### src/rtl/riscv_fetch_stage_if.sv
// Bundled fetch-stage handshakes: instruction-memory request/response,
// EX redirect and the IF/ID valid/ready hand-off.
// master = fetch stage view, slave = memory/pipeline environment view.
interface riscv_fetch_stage_if #(
    parameter int unsigned XLEN = 32
);
    logic            imem_req_valid;
    logic            imem_req_ready;
    logic [XLEN-1:0] imem_req_addr;
    logic            imem_rsp_valid;
    logic [31:0]     imem_rsp_data;
    logic            redirect_valid;
    logic [XLEN-1:0] redirect_pc;
    logic            if_id_valid;
    logic            if_id_ready;
    logic [XLEN-1:0] if_id_pc;
    logic [31:0]     if_id_instr;
    logic [XLEN-1:0] if_id_pc_plus4;

    modport master (
        output imem_req_valid, imem_req_addr,
        input  imem_req_ready, imem_rsp_valid, imem_rsp_data,
        input  redirect_valid, redirect_pc,
        output if_id_valid, if_id_pc, if_id_instr, if_id_pc_plus4,
        input  if_id_ready
    );

    modport slave (
        input  imem_req_valid, imem_req_addr,
        output imem_req_ready, imem_rsp_valid, imem_rsp_data,
        output redirect_valid, redirect_pc,
        input  if_id_valid, if_id_pc, if_id_instr, if_id_pc_plus4,
        output if_id_ready
    );
endinterface

### src/rtl/riscv_fetch_stage.sv
// IF stage of a 5-stage RISC-V pipeline: owns the PC, issues word fetches to a
// 1-cycle-latency instruction memory, buffers returned words in a prefetch
// queue and hands them to ID over valid/ready. EX redirects flush the queue
// and bump an epoch so any stale response is discarded.
// Optional feature macro: FETCH_PERF_CNT_EN adds perf_fetched / perf_stall.
module riscv_fetch_stage #(
    parameter int unsigned     XLEN        = 32,
    parameter logic [XLEN-1:0] RESET_PC    = '0,
    parameter int unsigned     QUEUE_DEPTH = 2
) (
    input  logic                clk,
    input  logic                rst,
`ifdef FETCH_PERF_CNT_EN
    output logic [31:0]         perf_fetched,
    output logic [31:0]         perf_stall,
`endif
    riscv_fetch_stage_if.master bus
);
    localparam int unsigned PTR_W = $clog2(QUEUE_DEPTH);
    localparam int unsigned CNT_W = PTR_W + 1;

    typedef enum logic {S_RESET, S_RUN} state_t;

    state_t          r_state;
    logic [XLEN-1:0] r_fetch_pc;
    logic            r_epoch;
    logic            r_inflight;
    logic            r_tag_epoch;
    logic [XLEN-1:0] r_tag_pc;

    logic [XLEN-1:0]  r_q_pc    [QUEUE_DEPTH];
    logic [31:0]      r_q_instr [QUEUE_DEPTH];
    logic [PTR_W-1:0] r_wptr;
    logic [PTR_W-1:0] r_rptr;
    logic [CNT_W-1:0] r_count;

    logic            w_credit_ok;
    logic            w_req_valid;
    logic            w_req_fire;
    logic            w_empty;
    logic            w_full;
    logic            w_push;
    logic            w_pop;
    logic [XLEN-1:0] w_redirect_pc;
    logic [XLEN-1:0] w_head_pc;

    // Queued words plus the one possibly in flight never exceed the queue size,
    // so a returning response always has a slot.
    assign w_credit_ok   = (r_count + CNT_W'(r_inflight)) < CNT_W'(QUEUE_DEPTH);
    assign w_req_valid   = (r_state == S_RUN) && w_credit_ok && !bus.redirect_valid;
    assign w_req_fire    = w_req_valid && bus.imem_req_ready;
    assign w_empty       = (r_count == '0);
    assign w_full        = (r_count == CNT_W'(QUEUE_DEPTH));
    // A redirect discards both a same-cycle pop and a same-cycle response.
    assign w_pop         = !w_empty && bus.if_id_ready && !bus.redirect_valid;
    assign w_push        = bus.imem_rsp_valid && r_inflight && (r_tag_epoch == r_epoch)
                           && !bus.redirect_valid;
    assign w_redirect_pc = bus.redirect_pc & ~XLEN'(3);
    assign w_head_pc     = r_q_pc[r_rptr];

    assign bus.imem_req_valid = w_req_valid;
    assign bus.imem_req_addr  = r_fetch_pc;
    // Outputs read as zero while nothing is presented, including during reset.
    assign bus.if_id_valid    = !w_empty;
    assign bus.if_id_pc       = w_empty ? '0 : w_head_pc;
    assign bus.if_id_instr    = w_empty ? '0 : r_q_instr[r_rptr];
    assign bus.if_id_pc_plus4 = w_empty ? '0 : w_head_pc + XLEN'(4);

    // Control FSM, fetch PC, epoch and the tag of the request in flight.
    // NOTE: sequential state uses non-blocking assignments so every register
    // samples pre-edge values regardless of statement order.
    always_ff @(posedge clk) begin
        if (rst) begin
            r_state     <= S_RESET;
            r_fetch_pc  <= RESET_PC & ~XLEN'(3);
            r_epoch     <= 1'b0;
            r_inflight  <= 1'b0;
            r_tag_epoch <= 1'b0;
            r_tag_pc    <= '0;
        end else begin
            r_state    <= S_RUN;
            r_inflight <= w_req_fire;
            if (w_req_fire) begin
                r_tag_pc    <= r_fetch_pc;
                r_tag_epoch <= r_epoch;
            end
            if (bus.redirect_valid) begin
                r_epoch    <= ~r_epoch;
                r_fetch_pc <= w_redirect_pc;
            end else if (w_req_fire) begin
                r_fetch_pc <= r_fetch_pc + XLEN'(4);
            end
        end
    end

    // Prefetch queue pointers and occupancy; a redirect empties the queue.
    always_ff @(posedge clk) begin
        if (rst || bus.redirect_valid) begin
            r_wptr  <= '0;
            r_rptr  <= '0;
            r_count <= '0;
        end else begin
            if (w_push) r_wptr <= r_wptr + PTR_W'(1);
            if (w_pop)  r_rptr <= r_rptr + PTR_W'(1);
            case ({w_push, w_pop})
                2'b10:   r_count <= r_count + CNT_W'(1);
                2'b01:   r_count <= r_count - CNT_W'(1);
                default: r_count <= r_count;
            endcase
        end
    end

    // Prefetch queue storage.
    // NOTE: storage is deliberately not reset; occupancy is reset and the
    // outputs are gated by it, so stale contents are never observed.
    always_ff @(posedge clk) begin
        if (w_push) begin
            r_q_pc[r_wptr]    <= r_tag_pc;
            r_q_instr[r_wptr] <= bus.imem_rsp_data;
        end
    end

    a_no_overflow: assert property (@(posedge clk) disable iff (rst)
        !(w_push && !w_pop && w_full));

`ifdef FETCH_PERF_CNT_EN
    logic [31:0] r_perf_fetched;
    logic [31:0] r_perf_stall;

    // Delivered-instruction and ID-stall counters; cleared only by reset.
    always_ff @(posedge clk) begin
        if (rst) begin
            r_perf_fetched <= '0;
            r_perf_stall   <= '0;
        end else begin
            if (w_pop)                      r_perf_fetched <= r_perf_fetched + 32'd1;
            if (!w_empty && !bus.if_id_ready) r_perf_stall <= r_perf_stall + 32'd1;
        end
    end

    assign perf_fetched = r_perf_fetched;
    assign perf_stall   = r_perf_stall;
`endif
endmodule

### src/flat_wrapper.sv
// flat-port wrapper written by rule: the top's interface ports become plain ports
module riscv_fetch_stage_flat 
#(
    parameter int unsigned     XLEN        = 32,
    parameter logic [XLEN-1:0] RESET_PC    = '0,
    parameter int unsigned     QUEUE_DEPTH = 2
)
  (clk, rst, bus_imem_req_valid, bus_imem_req_addr, bus_imem_req_ready, bus_imem_rsp_valid, bus_imem_rsp_data, bus_redirect_valid, bus_redirect_pc, bus_if_id_valid, bus_if_id_pc, bus_if_id_instr, bus_if_id_pc_plus4, bus_if_id_ready);
  riscv_fetch_stage_if #(.XLEN(XLEN)) bus_i ();
  input  logic clk;
  input  logic rst;
  output wire logic [$bits(bus_i.imem_req_valid)-1:0] bus_imem_req_valid;
  output wire logic [$bits(bus_i.imem_req_addr)-1:0] bus_imem_req_addr;
  input wire logic [$bits(bus_i.imem_req_ready)-1:0] bus_imem_req_ready;
  input wire logic [$bits(bus_i.imem_rsp_valid)-1:0] bus_imem_rsp_valid;
  input wire logic [$bits(bus_i.imem_rsp_data)-1:0] bus_imem_rsp_data;
  input wire logic [$bits(bus_i.redirect_valid)-1:0] bus_redirect_valid;
  input wire logic [$bits(bus_i.redirect_pc)-1:0] bus_redirect_pc;
  output wire logic [$bits(bus_i.if_id_valid)-1:0] bus_if_id_valid;
  output wire logic [$bits(bus_i.if_id_pc)-1:0] bus_if_id_pc;
  output wire logic [$bits(bus_i.if_id_instr)-1:0] bus_if_id_instr;
  output wire logic [$bits(bus_i.if_id_pc_plus4)-1:0] bus_if_id_pc_plus4;
  input wire logic [$bits(bus_i.if_id_ready)-1:0] bus_if_id_ready;
  assign bus_imem_req_valid = bus_i.imem_req_valid;
  assign bus_imem_req_addr = bus_i.imem_req_addr;
  assign bus_i.imem_req_ready = bus_imem_req_ready;
  assign bus_i.imem_rsp_valid = bus_imem_rsp_valid;
  assign bus_i.imem_rsp_data = bus_imem_rsp_data;
  assign bus_i.redirect_valid = bus_redirect_valid;
  assign bus_i.redirect_pc = bus_redirect_pc;
  assign bus_if_id_valid = bus_i.if_id_valid;
  assign bus_if_id_pc = bus_i.if_id_pc;
  assign bus_if_id_instr = bus_i.if_id_instr;
  assign bus_if_id_pc_plus4 = bus_i.if_id_pc_plus4;
  assign bus_i.if_id_ready = bus_if_id_ready;
  riscv_fetch_stage #(.XLEN(XLEN), .RESET_PC(RESET_PC), .QUEUE_DEPTH(QUEUE_DEPTH)) u_core (.clk(clk), .rst(rst), .bus(bus_i));
endmodule
### config.mk
export PLATFORM = sky130hd
export DESIGN_NAME = riscv_fetch_stage_flat
export DESIGN_NICKNAME = d
export VERILOG_FILES = /design/src/rtl/riscv_fetch_stage_if.sv /design/src/rtl/riscv_fetch_stage.sv /design/src/flat_wrapper.sv
export SDC_FILE = /design/constraint.sdc
export NUM_CORES = 1
export LEC_CHECK = 0
export BUFFER_PORTS_ARGS = -buffer_cell sky130_fd_sc_hd__buf_2
export CAP_MARGIN = 20
export CORE_MARGIN = 1.5
export CORE_UTILIZATION = 60
export CTS_BUF_LIST = sky130_fd_sc_hd__clkbuf_8
export DETAILED_ROUTE_END_ITERATION = 6
export PLACE_DENSITY = 0.88
export SETUP_SLACK_MARGIN = 0.2
export SYNTH_ARGS = -nofsm -noshare
export SYNTH_HDL_FRONTEND = slang
export SYNTH_SLANG_ARGS = --single-unit
### constraint.sdc
create_clock -name clk -period 12.5 [get_ports clk]
set_clock_uncertainty 0.05 [all_clocks]
set_input_delay 2.5 -clock clk [delete_from_list [all_inputs] [get_ports clk]]
set_output_delay 2.5 -clock clk [all_outputs]
set_load 0.01 [all_outputs]
==> flow_summary.yaml <==
clock_network:
  ctsResizeCount: 0
  cts_buffer_depth: 2
  tritoncts: "done"
  clk_pin_slew_ps: 100
  cts_hold_repair.buffers: 0
  h-tree-depth: 4
  root_buffer: "clkbuf_8"
  cts.sink_count: 193
  clock_latency_ps: 470
  cts_made_buffers: 17
  post_cts_buffers: 0
sta:
  relSlewSlack: 0.289
  rsz0062_at_grt: "false"
  finalCriticalPeriod_ps: 6630
  finalSetupViolCount: 0
  hold_viol_final: 0
  fmax_mhz: 151
  tightest_slew_ps: 1070
  fin_hold_ws_ps: 411
  finalCritPeriodShare: 0.530
  drv_slew: 0
  totalNegativeSetupSlack_ps: 0
final_layout:
  fin_util: 0.711
  fin_area_um2: 10300
  antenna_cells: 0
  n_fill_cell: 1016
  syn_to_final_growth_pct: 16.2
  fin_nets: 1059
  final_layout_size_suffix_gt1_frac: 0.251
grt:
  use_met1: 0.338
  met2_usage: 0.449
  top_usage_layer: "met2"
  grt_max_degree: 78
  grt.overflow.total: 0
  grtUsageTotal: 0.266
  grt_first_pass_wirelength_um: 33000
  grt_pass1_vias: 6631
  use_met3: 0.0520
  antenna_found_initial: 0
route:
  drcViolationCount: 0
  dr.pass1.iters: 5
  wl_per_cell_um: 17.6
  antenna_left: 0
  drt-initial-drc-count: 587
  wirelength_um: 20800
  vias: 6988
  vias_per_cell: 5.91
die:
  io_pins: 200
  rows: 44
  die_y_um: 124
  initial_core_util: 0.612
  core_um2: 14400
  die_w_um: 124
  die_area_um2: 15500
yosys:
  synth-edff-count: 124
  ys_seq_area_frac: 0.578
  avgSynthCellArea_um2: 10.8
  synth-seq-cells: 193
  ys_warn_count: 0
  synth_flop_cell: "edfxtp_1"
  synth_cell_type_count: 65
  synthArstFlopShare: 0
  synthCells: 816
  synth_area_um2: 8830
critical_path:
  critical_path.top_delay_family: "buffers and inverters"
  worstPathMaxFanout: 77
  cp-end-kind: "output pin"
  crit_chain: "buf_4 -> nand3_1 -> a222oi_1 -> nand2_2 -> nor4_2 -> mux2_1 -> buf_2"
  worstSetupPathType: "reg -> out"
  cp.required_ps: 9950
  worstPathArrival_ps: 4080
  crit_buf_inv: 2
  cp_slowest_stage_delay_ps: 880
  cp-start-kind: "register"
  crit_slowest_cell: "a222oi_1"
pwr:
  power_density_nw_per_um2: 112
  power.leakage_nw: 3.76
  irDropWorstVdd_v: 0.0000739
outcome:
  outcome: "finished clean"
placed_design:
  port_buffers: 191
  dpl.hpwl_um: 14400
  dpl_cell_area_um2: 9870
  gp_congestion: 0.869
worst_hold_path:
  hold_class: "reg -> reg"
job:
  drv_cap: 0
==> path summary, 6_finish.rpt <==
path | end | start | slack [ps] | cells past startpoint
setup / recovery | bus_if_id_pc_plus4[27] | register | 5870 | 7
hold / removal | u_core.r_q_pc[1][18]$_DFFE_PP_ | u_core.r_tag_pc[18]$_SDFFE_PP0P_ | 410 | 0
setup reg to reg | u_core.r_count[1]$_SDFFE_PP0P_ | u_core.r_count[0]$_SDFFE_PP0P_ | 9180 | 10
hold reg to reg | u_core.r_q_pc[1][18]$_DFFE_PP_ | u_core.r_tag_pc[18]$_SDFFE_PP0P_ | 410 | 0
==> layout by cell type (no fill, tap or decap), types with 4 or more instances in the layout <==
cell type  instances
a22oi_1            7
conb_1             6
nor2_1            88
dfxtp_1           68
buf_2            191
o31ai_1            6
and2_1            15
xnor2_1           11
nor2b_1            5
mux2_1             5
o21ai_0           14
mux2i_1           54
buf_4              7
nand3_1           15
nor4_1             5
nand4_1           18
nand2_1          110
xor2_1             8
a31oi_1           20
a21oi_1           57
clkbuf_8          17
or3_1              8
edfxtp_1         124
and3_1            10
and4_1             6
nand4b_1           4
o31a_1             7
mux2_2            11
nor3_1            14
inv_1             11
nand3b_1           5
==> area by class of cell <==
cell class,count,area [µm²],share of cell area
well taps,184,230,0.0224
repair buffers,198,1010,0.0983
clock buffers,17,234,0.0228
multi-input cells,565,3480,0.339
clock inverters,15,159,0.0155
inverters,11,41.3,0.00402
flip-flops and latches,193,5110,0.498
==> power by group <==
group	internal, W	switching [W]	leakage (nW)
Sequential	0.000683	0.0000124	1.68
Combinational	0.0000220	0.0000315	1.88
Clock	0.000180	0.000222	0.201
==> cells in the mapped netlist (all sizes together), types with 5 or more instances <==
cell	instances	share of area
buf	17	0.014
mux2	16	0.020
o21ai	17	0.0096
nand2	111	0.047
a21oi	57	0.032
nor2b	5	0.0035
nand3b	5	0.0043
and3	10	0.0071
dfxtp	69	0.16
o31a	7	0.0069
a31oi	20	0.014
nor4	8	0.0078
edfxtp	124	0.42
nand4	18	0.013
inv	10	0.0043
clkbuf	35	0.015
mux2i	54	0.061
nand4b	5	0.0067
or3	8	0.0057
xor2	8	0.0079
and4	6	0.0060
xnor2	11	0.011
o31ai	6	0.0051
nor3	15	0.0091
nor2	91	0.039
a22oi	7	0.0060
nand3	17	0.012
and2	16	0.011
==> through the flow <==
step           total power (W)  worst slack, ps  std cells
2_1_floorplan         0.000736             6440        821
3_3_place_gp          0.000759             6440       1151
3_5_place_dp          0.000762             6340       1151
4_1_cts                0.00116             5820       1183
5_1_grt                0.00119             5610       1183
6_report               0.00115             5870       1183
==> registers in the layout, indices dropped and copies added, names as in the netlist, named ones only <==
| register | cells |
|---|---|
| u_core.r_q_pc | 60 |
| u_core.bus.imem_req_addr | 30 |
| u_core.r_rptr | 1 |
| u_core.r_count | 2 |
| u_core.r_tag_pc | 30 |
| u_core.r_epoch | 1 |
| u_core.r_state | 1 |
| u_core.r_q_instr | 64 |
| u_core.r_tag_epoch | 1 |
| u_core.r_wptr | 1 |
| u_core.r_inflight | 1 |
==> cells by family (layout without fill, tap and decap cells) <==
family,Yosys count,after routing,synth area share
compound gates,143,143,0.102
xor+xnor,19,19,0.0188
fa+ha+maj,3,3,0.00425
buf+inv,63,241,0.0332
flops,193,193,0.578
mux,70,70,0.0816
other cells,1,6,0.000425
simple gates,324,324,0.181
==> layer usage <==
layer,share of wire,up-vias,routed length [µm]
met5,0,-,0
met4,0.024,0,492
met3,0.071,42,1470
met2,0.49,353,10200
met1,0.42,3256,8640
li1,-,3337,-
No activity file was read; power rests on OpenSTA's default activity.
